## src/rtl/timer_ctrl_pkg.sv

```systemverilog
// Shared types, widths and small helpers for the two-mode (stopwatch /
// countdown) timer controller.
package timer_ctrl_pkg;

  // Datapath widths.
  localparam int PRESC_W = 25;
  localparam int MIN_W   = 7;
  localparam int SEC_W   = 6;

  // Largest displayable time value, 99:59.
  localparam logic [SEC_W-1:0] SEC_MAX = 6'd59;
  localparam logic [MIN_W-1:0] MIN_MAX = 7'd99;

  // Controller states.
  typedef enum logic [1:0] {
    IDLE  = 2'd0,
    RUN   = 2'd1,
    PAUSE = 2'd2,
    DONE  = 2'd3
  } state_t;

  // Counting direction, captured when a run is started from IDLE.
  typedef enum logic {
    MODE_UP   = 1'b0,
    MODE_DOWN = 1'b1
  } mode_t;

  // Presets beyond the displayable range saturate instead of wrapping.
  function automatic logic [MIN_W-1:0] clamp_min(input logic [MIN_W-1:0] value);
    return (value > MIN_MAX) ? MIN_MAX : value;
  endfunction

  function automatic logic [SEC_W-1:0] clamp_sec(input logic [SEC_W-1:0] value);
    return (value > SEC_MAX) ? SEC_MAX : value;
  endfunction

endpackage

```

## src/rtl/tick_prescaler.sv

```systemverilog
// Free-running prescaler for the timer controller. Counts enabled cycles
// and raises a one-cycle wrap strobe on the cycle that returns it to zero.
// A synchronous clear forces the count back to zero and suppresses the
// strobe; while disabled the count is retained.
module tick_prescaler
  import timer_ctrl_pkg::*;
#(
  parameter logic [PRESC_W-1:0] DIV = 25'd25_000_000
) (
  input  logic clk,
  input  logic rst,
  input  logic clr,
  input  logic en,
  output logic wrap
);

  localparam logic [PRESC_W-1:0] DIV_LAST = DIV - 1'b1;

  logic [PRESC_W-1:0] count;

  // The wrap strobe is combinational so the time update lands on the very
  // edge where the count returns to zero.
  assign wrap = en && !clr && (count == DIV_LAST);

  // Prescaler count register: clear wins over enable, wrap at DIV-1.
  // NOTE: sequential state is written only with non-blocking assignments so
  // every register samples the pre-edge values of its neighbours.
  always_ff @(posedge clk) begin
    if (rst || clr) begin
      count <= '0;
    end else if (en) begin
      count <= wrap ? '0 : count + 1'b1;
    end
  end

endmodule

```

## src/rtl/two_mode_timer_ctrl.sv

```systemverilog
// Two-mode timer controller: runs the IDLE/RUN/PAUSE/DONE state machine,
// keeps the mm:ss time value and drives the one-cycle tick for the display.
// Optional feature macro: TIMER_ALARM_EN. When defined, an alarm output is
// raised on entry to DONE and held for ALARM_TICKS tick periods, and the
// prescaler keeps running in DONE. When undefined, alarm is tied low and the
// prescaler is parked at zero in DONE.
module two_mode_timer_ctrl
  import timer_ctrl_pkg::*;
#(
  parameter logic [PRESC_W-1:0] TICK_DIV = 25'd25_000_000
`ifdef TIMER_ALARM_EN
  ,
  parameter int unsigned ALARM_TICKS = 5
`endif
) (
  input  logic             clk,
  input  logic             rst,
  input  logic             start,
  input  logic             clear,
  input  logic             mode,
  input  logic             set_en,
  input  logic [MIN_W-1:0] set_min,
  input  logic [SEC_W-1:0] set_sec,
  output logic [MIN_W-1:0] min,
  output logic [SEC_W-1:0] sec,
  output logic             tick,
  output logic             running,
  output logic             done,
  output logic             alarm
);

  state_t           state, state_nxt;
  mode_t            mode_q, mode_nxt;
  logic [MIN_W-1:0] min_nxt;
  logic [SEC_W-1:0] sec_nxt;
  logic             tick_nxt;
  logic             presc_en;
  logic             presc_clr;
  logic             wrap;
  logic             time_zero;

`ifdef TIMER_ALARM_EN
  localparam logic [2:0] ALARM_LAST = 3'(ALARM_TICKS - 1);

  logic       alarm_q, alarm_nxt;
  logic [2:0] alarm_cnt, alarm_cnt_nxt;
`endif

  assign time_zero = (min == '0) && (sec == '0);

  // Prescaler control: counts in RUN (and in DONE for the alarm build), is
  // held at zero in IDLE and is forced to zero by clear. PAUSE just freezes
  // it so no cycles are lost across a pause/resume.
`ifdef TIMER_ALARM_EN
  assign presc_en  = (state == RUN) || (state == DONE);
  assign presc_clr = clear || (state == IDLE);
`else
  assign presc_en  = (state == RUN);
  assign presc_clr = clear || (state == IDLE) || (state == DONE);
`endif

  tick_prescaler #(
    .DIV (TICK_DIV)
  ) u_prescaler (
    .clk  (clk),
    .rst  (rst),
    .clr  (presc_clr),
    .en   (presc_en),
    .wrap (wrap)
  );

  // Next-state, time arithmetic and alarm decisions.
  // Priority: clear > tick update > start > set_en.
  // NOTE: every signal driven here gets a default first, so no path leaves
  // one unassigned and no latch is inferred.
  always_comb begin
    state_nxt = state;
    mode_nxt  = mode_q;
    min_nxt   = min;
    sec_nxt   = sec;
    tick_nxt  = wrap;
`ifdef TIMER_ALARM_EN
    alarm_nxt     = alarm_q;
    alarm_cnt_nxt = alarm_cnt;
`endif

    if (clear) begin
      state_nxt = IDLE;
      min_nxt   = '0;
      sec_nxt   = '0;
`ifdef TIMER_ALARM_EN
      alarm_nxt     = 1'b0;
      alarm_cnt_nxt = '0;
`endif
    end else begin
      unique case (state)
        IDLE: begin
          if (start) begin
            // A countdown from 00:00 has nothing to do; stay put.
            if (!((mode_t'(mode) == MODE_DOWN) && time_zero)) begin
              state_nxt = RUN;
              mode_nxt  = mode_t'(mode);
            end
          end else if (set_en) begin
            min_nxt = clamp_min(set_min);
            sec_nxt = clamp_sec(set_sec);
          end
        end

        RUN: begin
          if (wrap) begin
            if (mode_q == MODE_UP) begin
              if ((min == MIN_MAX) && (sec == SEC_MAX)) begin
                // Saturate at 99:59 and finish.
                state_nxt = DONE;
              end else if (sec == SEC_MAX) begin
                sec_nxt = '0;
                min_nxt = min + 1'b1;
              end else begin
                sec_nxt = sec + 1'b1;
              end
            end else begin
              if (sec == '0) begin
                sec_nxt = SEC_MAX;
                min_nxt = min - 1'b1;
              end else begin
                sec_nxt = sec - 1'b1;
              end
              // The update that lands on 00:00 finishes on the same edge.
              if ((min_nxt == '0) && (sec_nxt == '0)) begin
                state_nxt = DONE;
              end
            end
`ifdef TIMER_ALARM_EN
            if (state_nxt == DONE) begin
              alarm_nxt     = 1'b1;
              alarm_cnt_nxt = '0;
            end
`endif
          end
          // A start on a non-terminal edge pauses; a terminal tick wins.
          if ((state_nxt == RUN) && start) begin
            state_nxt = PAUSE;
          end
        end

        PAUSE: begin
          if (start) begin
            state_nxt = RUN;
          end
        end

        DONE: begin
`ifdef TIMER_ALARM_EN
          // Count ticks spent in DONE while the alarm is sounding.
          if (wrap && alarm_q) begin
            alarm_cnt_nxt = alarm_cnt + 1'b1;
            if (alarm_cnt == ALARM_LAST) begin
              alarm_nxt = 1'b0;
            end
          end
`endif
        end

        default: begin
          state_nxt = IDLE;
        end
      endcase
    end
  end

  // State, latched mode, time and tick registers with synchronous reset.
  always_ff @(posedge clk) begin
    if (rst) begin
      state  <= IDLE;
      mode_q <= MODE_UP;
      min    <= '0;
      sec    <= '0;
      tick   <= 1'b0;
    end else begin
      state  <= state_nxt;
      mode_q <= mode_nxt;
      min    <= min_nxt;
      sec    <= sec_nxt;
      tick   <= tick_nxt;
    end
  end

`ifdef TIMER_ALARM_EN
  // Alarm output and its tick counter.
  always_ff @(posedge clk) begin
    if (rst) begin
      alarm_q   <= 1'b0;
      alarm_cnt <= '0;
    end else begin
      alarm_q   <= alarm_nxt;
      alarm_cnt <= alarm_cnt_nxt;
    end
  end

  assign alarm = alarm_q;
`else
  assign alarm = 1'b0;
`endif

  // Status flags decoded straight from the state register.
  assign running = (state == RUN);
  assign done    = (state == DONE);

endmodule

```

## config.mk

```make
export PLATFORM = sky130hd
export DESIGN_NAME = two_mode_timer_ctrl
export DESIGN_NICKNAME = d
export VERILOG_FILES = /design/src/rtl/timer_ctrl_pkg.sv /design/src/rtl/tick_prescaler.sv /design/src/rtl/two_mode_timer_ctrl.sv
export SDC_FILE = /design/constraint.sdc
export NUM_CORES = 1
export LEC_CHECK = 0
export CORE_MARGIN = 4
export CORE_UTILIZATION = 59
export CTS_BUF_LIST = sky130_fd_sc_hd__clkbuf_2 sky130_fd_sc_hd__clkbuf_4 sky130_fd_sc_hd__clkbuf_8
export DETAILED_ROUTE_END_ITERATION = 12
export DONT_BUFFER_PORTS = 1
export PLACE_DENSITY_LB_ADDON = 0.08
export RECOVER_POWER = 50
export SYNTH_ARGS = -nofsm -noshare
export SYNTH_HDL_FRONTEND = slang
export SYNTH_HIERARCHICAL = 1
export SYNTH_SLANG_ARGS = --single-unit
export TNS_END_PERCENT = 30
```

## constraint.sdc

```tcl
create_clock -name clk -period 3.1 [get_ports clk]
set_input_delay 0.465 -clock clk [delete_from_list [all_inputs] [get_ports clk]]
set_output_delay 0.465 -clock clk [all_outputs]
set_load 0.01 [all_outputs]
```

# --- After elaboration in Yosys (flattened, before gate mapping) ---
# Cells that the tools add are included.
word_totals:
  input_bits: 19
  ff_bits: 42
op_classes:
  n_reduce_logical: 23
  order_cmp: 2
  addsub: 5
  mux: 38
  n_bitwise: 2
  eq_ne: 15
ops:
  columns: ["op", "n"]
  rows:
  - ["7-bit 2-to-1 mux", 12]
  - ["6-bit 2-to-1 mux", 12]
  - ["25-bit by 1-bit adder with 25-bit output, second input constant", 1]
  - ["25-bit equality test, second input constant", 1]
  - ["25-bit 2-to-1 mux", 1]
  - ["2-bit 2-to-1 mux", 10]
  - ["7-bit zero test", 2]
  - ["7-bit case mux with 2 select lines", 1]
  - ["6-bit zero test", 2]
  - ["2-bit inequality test, second input constant", 6]
  - ["6-bit case mux with 2 select lines", 1]
  - ["4-bit AND reduction", 2]
  - ["7-bit by 1-bit adder with 7-bit output, second input constant", 1]
  - ["7-bit equality test, second input constant", 1]
  - ["7-bit > comparator, second input constant", 1]
  - ["1-bit logical AND", 7]
  - ["7-bit by 1-bit subtractor with 7-bit output, second input constant", 1]
  - ["6-bit by 1-bit adder with 6-bit output, second input constant", 1]
  - ["6-bit equality test, second input constant", 1]
  - ["6-bit > comparator, second input constant", 1]
  - ["3-bit inequality test, second input constant", 2]
  - ["2-bit case mux with 3 select lines", 1]
  - ["6-bit AND reduction", 1]
  - ["6-bit by 1-bit subtractor with 6-bit output, second input constant", 1]
  - ["10 further kinds", 15]

# --- Depth between registers and ports, before layout ---
# Gate-level depths: netlist (run 1).
logic_depth:
  depth_word: 20
  mapped_depth: 12

# --- Cells and area by module ---
# Netlist (run 1), hierarchy kept.
by_module_without_submodules:
  columns: ["module", "seq_area_each_um2", "area_per_inst_um2", "n_inst", "cells_each"]
  rows:
  - ["two_mode_timer_ctrl", 340.3, 1565.3, 1, 219]
  - ["tick_prescaler", 500.5, 1233.7, 1, 141]

# --- Least setup slack after synthesis (run 1) ---
# No wires, ideal clock.
synth_timing:
  path_type: "register to register"
  startpoint: "register state[1]"
  endpoint: "register state[0]"
  stages_incl_launch_ff: 13
  setup_time_ps: 76
  n_path_buf: 2
  t_arrival_ps: 3010
  required_ps: 3024
  path_slack_ps: 15
  period_less_slack_ps: 3085
  cell_sequence: "dfxtp_1 nand2b_1 inv_1 buf_1 and3_1 buf_2 nand4_1 nor3_1 nand4b_1 or4_4 a221oi_2 a31oi_1 a31oi_1"
synth_rtl:
  columns: ["element", "line_no", "text"]
  rows:
  - ["from (decl)", "two_mode_timer_ctrl.sv:32", "state_t state, state_nxt;"]
  - ["from (signal assigned)", "two_mode_timer_ctrl.sv:181", "state <= state_nxt;"]
  - ["2-bit by 1-bit equality test with 1-bit output *", null, null]
  - ["named net running", "two_mode_timer_ctrl.sv:27", "output logic running,"]
  - ["1-bit logical AND * (2 in series)", "tick_prescaler.sv:23", "assign wrap = en && !clr && (count == DIV_LAST);"]
  - ["named net tick_nxt", "two_mode_timer_ctrl.sv:36", "logic tick_nxt;"]
  - ["2-bit 2-to-1 mux *", "two_mode_timer_ctrl.sv:111", "if (wrap) begin"]
  - ["2-bit 2-to-1 mux *", "two_mode_timer_ctrl.sv:96", "unique case (state)"]
  - ["2-bit 2-to-1 mux *", "two_mode_timer_ctrl.sv:87", "if (clear) begin"]
  - ["2-bit by 1-bit equality test with 1-bit output", "two_mode_timer_ctrl.sv:142", "if ((state_nxt == RUN) && start) begin"]
  - ["1-bit logical AND", "two_mode_timer_ctrl.sv:142", null]
  - ["2-bit 2-to-1 mux *", "two_mode_timer_ctrl.sv:142", null]
  - ["2-bit case mux with 3 select lines *", "two_mode_timer_ctrl.sv:96", null]
# Mark *: on every way through the listed nets, which the timed path passes. The rest lies on a longest branch. The select of a mux whose other input is x is not followed.
# A chain may end at the register's enable or synchronous reset.

# --- Worst setup path after layout (run 1) ---
layout_timing:
  startpoint: "register state[0]"
  endpoint: "register state[0]"
layout_between:
  elab_chain_len: 13
layout_lines:
  columns: ["element", "line_no", "text"]
  rows:
  - ["2-bit zero test", "two_mode_timer_ctrl.sv:59", "assign presc_clr = clear || (state == IDLE) || (state == DONE);"]
  - ["1-bit logical OR", "two_mode_timer_ctrl.sv:59", null]
  - ["1-bit logical OR *", "two_mode_timer_ctrl.sv:59", null]
  - ["named net presc_clr", "two_mode_timer_ctrl.sv:38", "logic presc_clr;"]
  - ["1-bit zero test *", "tick_prescaler.sv:23", null]
  - ["1-bit logical AND * (2 in series)", "tick_prescaler.sv:23", null]
  - ["named net tick_nxt", "two_mode_timer_ctrl.sv:36", null]
  - ["2-bit 2-to-1 mux *", "two_mode_timer_ctrl.sv:111", null]
  - ["2-bit 2-to-1 mux *", "two_mode_timer_ctrl.sv:96", null]
  - ["2-bit 2-to-1 mux *", "two_mode_timer_ctrl.sv:87", null]
  - ["2-bit by 1-bit equality test with 1-bit output", "two_mode_timer_ctrl.sv:142", null]
  - ["1-bit logical AND", "two_mode_timer_ctrl.sv:142", null]
  - ["2-bit 2-to-1 mux *", "two_mode_timer_ctrl.sv:142", null]
  - ["2-bit case mux with 3 select lines *", "two_mode_timer_ctrl.sv:96", null]
# Marked as above.

==> results of run 1 <==
==> metrics by stage <==
stage / worst slack [ns] / power, mW
after detailed placement: 0.354 / 0.702
after global routing: 0.0612 / 1.19
after floorplan: 0.0146 / 0.675
after global placement: 0.476 / 0.701
final: 0.273 / 1.14
after CTS: 0.331 / 1.14
==> logic make-up after synthesis <==
logic type                 count (synthesis)  synth area share
AOI/OAI and AO/OA                         95             0.225
xor gates and xnor gates                  20            0.0626
adders and majority gates                  7            0.0313
buffers and inverters                     34            0.0572
DFF                                       42             0.300
muxes                                      2           0.00715
other                                      1           0.00134
and+or+nand+nor                          159             0.315
==> how the worst max path moves through the flow <==
stage / depth (start not counted) / slack, ns / end
2_1_floorplan: 12 / 0.01 / state[0]
3_3_place_gp: 10 / 0.48 / state[0]
6_report: 10 / 0.27 / state[0]
5_1_grt: 10 / 0.06 / state[0]
3_5_place_dp: 10 / 0.35 / state[0]
4_1_cts: 10 / 0.33 / state[0]
==> Yosys cell counts (4+ instances only) <==
cell type / n
a21oi_1: 28
buf_2: 5
a31oi_1: 6
ha_1: 7
o211ai_1: 5
and4_1: 5
or3_1: 5
o21ai_1: 5
nand3_1: 18
xor2_1: 10
xnor2_1: 10
nand2_1: 29
nor3_1: 11
o31ai_1: 7
or4_4: 4
nand2b_1: 4
or4_1: 4
dfxtp_1: 42
clkbuf_1: 12
nor2_1: 39
inv_1: 11
a211oi_1: 5
o21ai_0: 12
nor4_1: 4
nand4_1: 10
==> state kept, by name, summed over array words and instances, names as in the netlist <==
signal,flops
min,7
state,2
sec,6
tick,1
u_prescaler/count,25
mode_q,1
==> final cells by class <==
type / count / area, µm² / share of cell area
multi-input cells: 284 / 1790 / 0.622
clock buffers: 6 / 76.3 / 0.0265
well taps: 52 / 65.1 / 0.0226
repair buffers: 5 / 30.0 / 0.0104
inverters: 11 / 41.3 / 0.0143
clock inverters: 2 / 37.5 / 0.0130
flip-flops and latches: 42 / 841 / 0.292
==> routing by layer <==
layer | track usage | part of all wire
met1 | 0.356 | 0.50
met2 | 0.315 | 0.41
met3 | 0.0691 | 0.081
met4 | 0.0543 | 0.014
met5 | 0 | 0
==> power by group <==
part / internal (mW) / switching, mW / total [mW]
clock: 0.249 / 0.197 / 0.446
sequential: 0.546 / 0.0229 / 0.569
combinational: 0.0442 / 0.0790 / 0.123
==> worst reg2reg max path: cells and delay by family (launching register included) <==
family | cells | cell delay [ns]
AOI/OAI and AO/OA | 4 | 0.70
and+or+nand+nor | 6 | 1.63
DFF | 1 | 0.45
==> layout by cell type (no fill, tap or decap), types with 4 or more instances in the layout <==
cell type  Yosys  layout
o21ai_1        5       5
xor2_1        10      10
a31oi_1        6       6
or4_4          4       4
or3_1          5       5
a211oi_1       5       5
nand3_1       18      18
o21ai_0       12      12
clkbuf_8       0       5
nand2b_1       4       4
and4_1         5       5
nor3_1        11      11
o31ai_1        7       8
o211ai_1       5       5
a21oi_1       28      28
or4_1          4       4
dfxtp_1       42      42
nor2_1        39      39
inv_1         11      11
nand4_1       10      10
nor4_1         4       4
nand2_1       29      29
xnor2_1       10      10
ha_1           7       7
==> flow_summary_export.csv, run 1 <==
group,metric,value,unit
worst_setup_path,crit_chain,"nand2b_1, a21o_1, nor4_1, nand4_1, nor3_1, nand4b_1, or4_4, a221oi_2, a31oi_1, a31oi_1",
route,num_vias,2634,
global_routing,grt_max_degree,21,
worst_setup_path,end_kind,"register",
timing,whs,0.230,ns
min_path,holdPathStages,1,
timing,max_slew_margin,0.451,
worst_setup_path,crit_start,"state[0]",
route,ant_nets,0,
route,vias_per_cell,6.55,
global_routing,grt_pass1_vias,2313,
yosys,synthArstFlopShare,0,
yosys,ys_warn_count,6,
final_layout,final_nets,375,
timing,fin_crit,2.83,ns
timing,tightest_slew,0.823,ns
floorplan,coreArea,4470,µm²
timing,hold_violations,0,
worst_setup_path,rr_startpoint,"state[0]",
floorplan,num_rows,24,
cts,clock_tree.htree_level_count,2,
final_layout,drive_gt1_frac,0.0714,
worst_setup_path,cpPeakStageDelay,0.50,ns
route,wire_per_inst,16.8,µm
timing,finClkSkew,0.00472,ns
timing,fin_crit_sh,0.912,
cts,cts_tree,"done",
cts,root_buffer,"clkbuf_8",
cts,clock_sinks,42,
final_layout,num_antenna_cells,0,
yosys,synth_area_leaders,"dfxtp_1 30%, nor2_1 5.2%, a21oi_1 5.0%, nand2_1 3.9%, nand3_1 3.2%",
route,drtIter0Drc,289,
timing,finalSetupTns,0,ns
worst_setup_path,crit_path_top_delay_cell,"nor3_1",
yosys,syn-mean-instance-area,7.77,µm²
cts,numCtsBuffers,5,
run,cap_violations,0,
min_path,min-delay-start,"rst",
worst_setup_path,path_class,"register to register",
yosys,synth-edff-count,0,
yosys,syn_nets,386,
status,outcome,"complete, no violations",
cts,post_cts_buffers,0,
placed_design,place_area,2780,µm²
worst_setup_path,r2r-end,"state[0]",
yosys,synth_top_area_share,0.300,
global_routing,grtUsageTotal,0.233,
yosys,synth_cell_types,63,
floorplan,dieArea,5910,µm²
worst_setup_path,worst-endpoint-required,3.32,ns
cts,cts_resized,0,
min_path,hold_class,"input pin to register",
timing,fmax,0.354,GHz
timing,slew_violations,0,
worst_setup_path,r2r_cells,10,
yosys,seq_area_frac_synth,0.300,
placed_design,dp_cells,394,
yosys,synth-main-ff-cell,"dfxtp_1",
placed_design,gp_congestion,0.887,
worst_setup_path,worstPathMaxFanout,8,
worst_setup_path,critPathMostFrequentCell,"a31oi_1",
yosys,synth-seq-cells,42,
route,drt_pre_antenna_iters,4,
yosys,synthCells,360,
placed_design,portBuffers,0,
floorplan,die_x,76.9,µm
final_layout,areaGrowthSynthToFinish,3.04,%
worst_setup_path,crit_family,"simple AND/OR/NAND/NOR gates",
final_layout,nFillCells,400,
power_and_ir_drop,p_leak,0.929,nW
yosys,syn_area,2800,µm²
global_routing,grt_overflow_total,0,
final_layout,fin_area,2880,µm²
floorplan,die_h,76.9,µm
power_and_ir_drop,peakVddDrop,0.302,mV
timing,rsz0062_at_grt,"false",
timing,setup_viol,0,
global_routing,antenna_found_initial,0,
yosys,yosysTopAreaCell,"dfxtp_1",
cts,clk_path_buf_depth,2,
cts,postCtsHoldBufs,0,
route,drc,0,
floorplan,pin_count,36,
placed_design,hpwl,4870,µm
global_routing,grt_pass1_wl,11500,µm
floorplan,initial_core_util,0.626,
final_layout,final_cells,402,
power_and_ir_drop,power.density,395,nW/µm²
final_layout,utilization,0.645,
route,drt_wl_total,6770,µm
cts,path_clk_slew,0.08,ns
cts,clock_latency,0.30,ns
worst_setup_path,ff2ff_setup_slack,0.27,ns
min_path,holdPathEnd,"mode_q",
worst_setup_path,worst_setup_path_start_kind,"register",
worst_setup_path,cp.buffers_inverters,0,
worst_setup_path,cp.arrival,3.05,ns
Power figures use the tool's default switching activity.
==> inputs of run 2 (changes only) <==
==> constraint.sdc (replaced) <==
create_clock -name clk -period 3.1 [get_ports clk]
set_input_delay 0.155 -clock clk [delete_from_list [all_inputs] [get_ports clk]]
set_output_delay 0.155 -clock clk [all_outputs]
set_load 0.01 [all_outputs]
==> run 2 against run 1 <==
Against the previous run:
- die area is the same
- register-to-register slack gained 0.17 ns
- global-route usage grew 0.53 points
- flip-flop and latch count is the same
- fmax grew 6.3%
- non-clock buffer count grew 2
- wire length grew 1.7%
- combinational power grew 3%
- sequential power is essentially flat
- hold slack lost 0.21 ns
- via count grew 1.7%
- clock skew grew 0.0040 ns
- critical path type unchanged
- largest power group unchanged
- highest routed layer unchanged
==> flow_summary_export.csv, run 2 (same netlist as run 1, synthesis figures left out) <==
group,metric,value,unit
status,outcome,"complete, no violations",
worst_setup_path,crit_start,"state[0]",
worst_setup_path,crit_family,"simple AND/OR/NAND/NOR gates",
worst_setup_path,crit_path_top_delay_cell,"dfxtp_1",
cts,root_buffer,"clkbuf_8",
timing,fin_crit_sh,0.858,
timing,finClkSkew,0.00871,ns
power_and_ir_drop,p_comb_frac,0.112,
final_layout,num_antenna_cells,0,
worst_setup_path,cpPeakStageDelay,0.45,ns
power_and_ir_drop,p_leak,0.937,nW
floorplan,die_h,76.9,µm
route,ant_nets,0,
worst_setup_path,cp.buffers_inverters,0,
timing,setup_viol,0,
route,num_vias,2678,
power_and_ir_drop,power.density,388,nW/µm²
worst_setup_path,cp.arrival,2.87,ns
final_layout,fin_area,2910,µm²
timing,hold_violations,0,
timing,fmax,0.376,GHz
worst_setup_path,worst_setup_path_start_kind,"register",
final_layout,areaGrowthSynthToFinish,3.93,%
cts,path_clk_slew,0.08,ns
final_layout,mostFrequentLayoutCell,"dfxtp_1",
cts,cts_tree,"done",
floorplan,die_x,76.9,µm
floorplan,pin_count,36,
worst_setup_path,end_kind,"register",
final_layout,final_cell_mix,"42 x dfxtp_1, 39 x nor2_1, 29 x nand2_1",
floorplan,initial_core_util,0.626,
global_routing,grt_pass1_wl,11800,µm
timing,slew_violations,0,
power_and_ir_drop,peakVddDrop,0.334,mV
route,drc,0,
route,drt_pre_antenna_iters,5,
floorplan,coreArea,4470,µm²
final_layout,drive_gt1_frac,0.0739,
timing,rsz0062_at_grt,"false",
timing,tightest_slew,0.833,ns
placed_design,portBuffers,0,
placed_design,hpwl,4890,µm
global_routing,grt_overflow_total,0,
cts,clock_tree.htree_level_count,2,
final_layout,final_nets,377,
floorplan,dieArea,5910,µm²
worst_setup_path,critPathMostFrequentCell,"a31oi_1",
timing,fin_crit,2.66,ns
final_layout,reg_top3,"u_prescaler/count x25, min x7, sec x6",
final_layout,regMostFlops,"u_prescaler/count",
worst_setup_path,crit_chain,"nand2b_1, a21o_1, nor4_1, nand4_1, nor3_2, nand4b_1, or4_4, a221oi_2, a31oi_1, a31oi_1",
run,cap_violations,0,
worst_setup_path,rr_startpoint,"state[0]",
placed_design,gp_congestion,0.886,
route,wire_per_inst,17.0,µm
global_routing,grtUsageTotal,0.239,
global_routing,antenna_found_initial,0,
route,drt_wl_total,6880,µm
route,drtIter0Drc,347,
min_path,min-delay-start,"mode",
final_layout,largest_reg_flops,25,
global_routing,grt_max_degree,21,
cts,post_cts_buffers,0,
power_and_ir_drop,power_frac_seq,0.503,
route,vias_per_cell,6.63,
worst_setup_path,path_class,"register to register",
power_and_ir_drop,sw_frac_of_total,0.256,
placed_design,place_area,2780,µm²
worst_setup_path,worst-endpoint-required,3.31,ns
min_path,hold_class,"input pin to register",
power_and_ir_drop,internal_power,0.841,mW
cts,numCtsBuffers,5,
power_and_ir_drop,clockPowerShare,0.385,
worst_setup_path,worstPathMaxFanout,8,
cts,clk_path_buf_depth,2,
power_and_ir_drop,p_sw,0.289,mW
timing,finalSetupTns,0,ns
global_routing,grt_pass1_vias,2412,
floorplan,num_rows,24,
cts,clock_sinks,42,
timing,max_slew_margin,0.445,
cts,clock_latency,0.29,ns
## run 2: layout make-up
class	count	area, µm²
flip-flops and latches	42	841
clock inverters	2	37.5
inverters	11	41.3
fillers	405	1570
repair buffers	7	50.0
multi-input cells	284	1800
well taps	52	65.1
clock buffers	6	76.3
## run 2: what timing repair did
action / CTS / global route
endpoints found under the setup margin: 0 / 1
hold buffers: 2 / 0
gates resized for setup: 0 / 1
endpoints found under the hold margin: 3 / 0
## run 2: metrics by stage
stage               utilization  setup slack, ns  hold WS, ns  total power [mW]  cells
floorplan                     -           0.0146        0.227             0.675    360
global placement          0.622            0.472        0.228             0.702    394
detailed placement        0.622            0.389        0.232             0.702    394
CTS                       0.652            0.352       0.0106              1.14    404
global route              0.650            0.131       0.0445              1.18    404
finish                    0.650            0.441       0.0217              1.13    404
## run 2: per-layer routing
layer / GRT usage / up-vias / wire length, µm
met1: 0.360 / 1234 / 3350
li1: - / 1314 / -
met2: 0.340 / 124 / 2840
met3: 0.0632 / 6 / 661
met5: 0 / - / 0
met4: 0.0417 / 0 / 25
## run 2: final timing paths
path | to | slack (ns) | cells after the start
min reg2reg | u_prescaler/count[24] | 0.48 | 2
max | state[0] | 0.44 | 10
min | mode_q | 0.02 | 2
max reg2reg | state[0] | 0.44 | 10
## run 2: power groups by stage
stage / combinational, mW / clock [mW] / sequential (mW)
after floorplan: 0.106 / 0 / 0.568
after global placement: 0.122 / 0 / 0.580
after detailed placement: 0.122 / 0 / 0.580
after CTS: 0.125 / 0.449 / 0.568
after global routing: 0.141 / 0.473 / 0.571
final: 0.127 / 0.435 / 0.568
==> inputs of run 3 (changes only) <==
- CORE_ASPECT_RATIO: default -> 0.5
- CORE_MARGIN: 4 -> default
- clock period: 3.1 -> 2.6 ns (I/O delays scaled with it)
==> run 3 against run 2 <==
Against the previous run:
- largest power group unchanged
- critical path type unchanged
- combinational power increased by 33%
- cell area rose by 3.4%
- hold slack got worse by 0.018 ns
- first-iteration DRC count decreased by 51%
- fmax rose by 6.7%
- worst setup slack lost 0.33 ns
==> flow_summary_export.csv, run 3 (same netlist as run 1, synthesis figures left out) <==
group,metric,value,unit
final_layout,num_antenna_cells,0,
final_layout,mostFrequentLayoutCell,"dfxtp_1",
worst_setup_path,crit_family,"simple AND/OR/NAND/NOR gates",
worst_setup_path,ff2ff_setup_slack,0.11,ns
final_layout,final_nets,388,
worst_setup_path,crit_path_top_delay_cell,"or4_4",
cts,root_buffer,"clkbuf_8",
final_layout,final_cell_mix,"41 x dfxtp_1, 38 x nor2_1, 28 x nand2_1, 28 x a21oi_1, 18 x nand3_1",
final_layout,reg_top3,"u_prescaler/count x25, min x7, sec x6",
worst_setup_path,crit_chain,"nand2b_1, a21o_1, nor4_4, nand4_1, nor3_4, nand4b_1, or4_4, a221oi_2, a31oi_1, a31oi_1",
cts,clock_tree.htree_level_count,2,
floorplan,dieArea,5040,µm²
timing,tightest_slew,0.675,ns
placed_design,hpwl,5100,µm
route,drtIter0Drc,170,
worst_setup_path,worst-endpoint-required,2.83,ns
min_path,holdPathStages,2,
global_routing,grt_overflow_total,0,
worst_setup_path,worst_setup_path_start_kind,"register",
placed_design,pre_cts_slack,-0.0158,ns
placed_design,place_area,2850,µm²
placed_design,dp_cells,407,
timing,finalSetupTns,0,ns
timing,max_slew_margin,0.550,
floorplan,initial_core_util,0.627,
power_and_ir_drop,p_leak,0.993,nW
final_layout,utilization,0.673,
run,cap_violations,0,
timing,setup_slack,0.109,ns
power_and_ir_drop,power.density,427,nW/µm²
worst_setup_path,cpPeakStageDelay,0.44,ns
worst_setup_path,critPathMostFrequentCell,"a31oi_1",
worst_setup_path,r2r_cells,10,
cts,clock_latency,0.31,ns
worst_setup_path,crit_cells,10,
timing,finClkSkew,0.00396,ns
cts,clock_sinks,42,
cts,numCtsBuffers,5,
cts,path_clk_slew,0.09,ns
worst_setup_path,r2r-end,"state[0]",
route,drt_pre_antenna_iters,6,
global_routing,grt_pass1_wl,11900,µm
final_layout,regMostFlops,"u_prescaler/count",
worst_setup_path,rr_startpoint,"state[0]",
worst_setup_path,cp.buffers_inverters,0,
floorplan,die_h,50.7,µm
floorplan,num_rows,17,
min_path,holdPathEnd,"state[1]",
final_layout,drive_gt1_frac,0.107,
timing,setup_viol,0,
route,num_vias,2776,
power_and_ir_drop,power,1.28,mW
final_layout,largest_reg_flops,25,
cts,clk_path_buf_depth,2,
timing,slew_violations,0,
worst_setup_path,worstPathMaxFanout,4,
min_path,min-delay-start,"start",
route,wire_per_inst,17.3,µm
global_routing,grt_pass1_vias,2650,
power_and_ir_drop,peakVddDrop,0.258,mV
global_routing,antenna_found_initial,0,
floorplan,coreArea,4470,µm²
global_routing,grtUsageTotal,0.299,
route,drc,0,
final_layout,areaGrowthSynthToFinish,7.42,%
floorplan,pin_count,36,
cts,cts_tree,"done",
status,outcome,"complete, no violations",
min_path,hold_class,"input pin to register",
placed_design,gp_congestion,0.905,
route,drt_wl_total,7280,µm
final_layout,final_cells,420,
floorplan,die_x,99.4,µm
final_layout,fin_area,3010,µm²
worst_setup_path,path_class,"register to register",
route,vias_per_cell,6.61,
worst_setup_path,end_kind,"register",
worst_setup_path,cp.arrival,2.73,ns
placed_design,portBuffers,0,
route,ant_nets,0,
timing,fmax,0.401,GHz
timing,whs,0.00394,ns
timing,fin_crit_sh,0.958,
timing,hold_violations,0,
global_routing,grt_max_degree,21,
timing,fin_crit,2.49,ns
## run 3: changes by cell type in the layout (fill, tap and decap cells not counted), sizes merged
cell         delta
buf             +7
clkbuf          +2
clkinv          +2
bufinv          -1
dlygate4sd3     +1
## run 3: worst max path at each step
stage,from,endpoint,slack (ns)
2_1_floorplan,state[1],state[0],0.007
3_3_place_gp,state[1],state[0],0.17
3_5_place_dp,state[1],state[0],-0.02
4_1_cts,state[1],state[0],0.004
5_1_grt,state[1],state[0],-0.01
6_report,state[0],state[0],0.11
## run 3: final cells by class
type	count	area [µm²]
multi-input combinational	284	1840
fill	392	1460
sequential	42	842
timing repair buffer	18	124
tap	57	71.3
clock buffer	5	68.8
inverter	11	41.3
clock inverter	3	21.3
## run 3: per-layer routing
layer	share of wire	global-route usage	vias up
li1	-	-	1330
met1	0.43	0.369	1315
met2	0.49	0.507	116
met3	0.067	0.0627	15
met4	0.015	0.140	0
met5	0	0	-
## run 3: what timing repair did
item,CTS,global route
hold endpoints to repair,3,0
gates resized for setup,0,8
hold buffers,3,0
pin swaps,1,5
buffers inserted,0,2
setup endpoints to repair,1,16
## run 3: power breakdown
part / switching [mW] / internal (mW) / leakage (nW)
registers: 0.0218 / 0.651 / 0.340
clock network: 0.252 / 0.189 / 0.0441
logic: 0.106 / 0.0637 / 0.610
total: 0.380 / 0.903 / 0.993
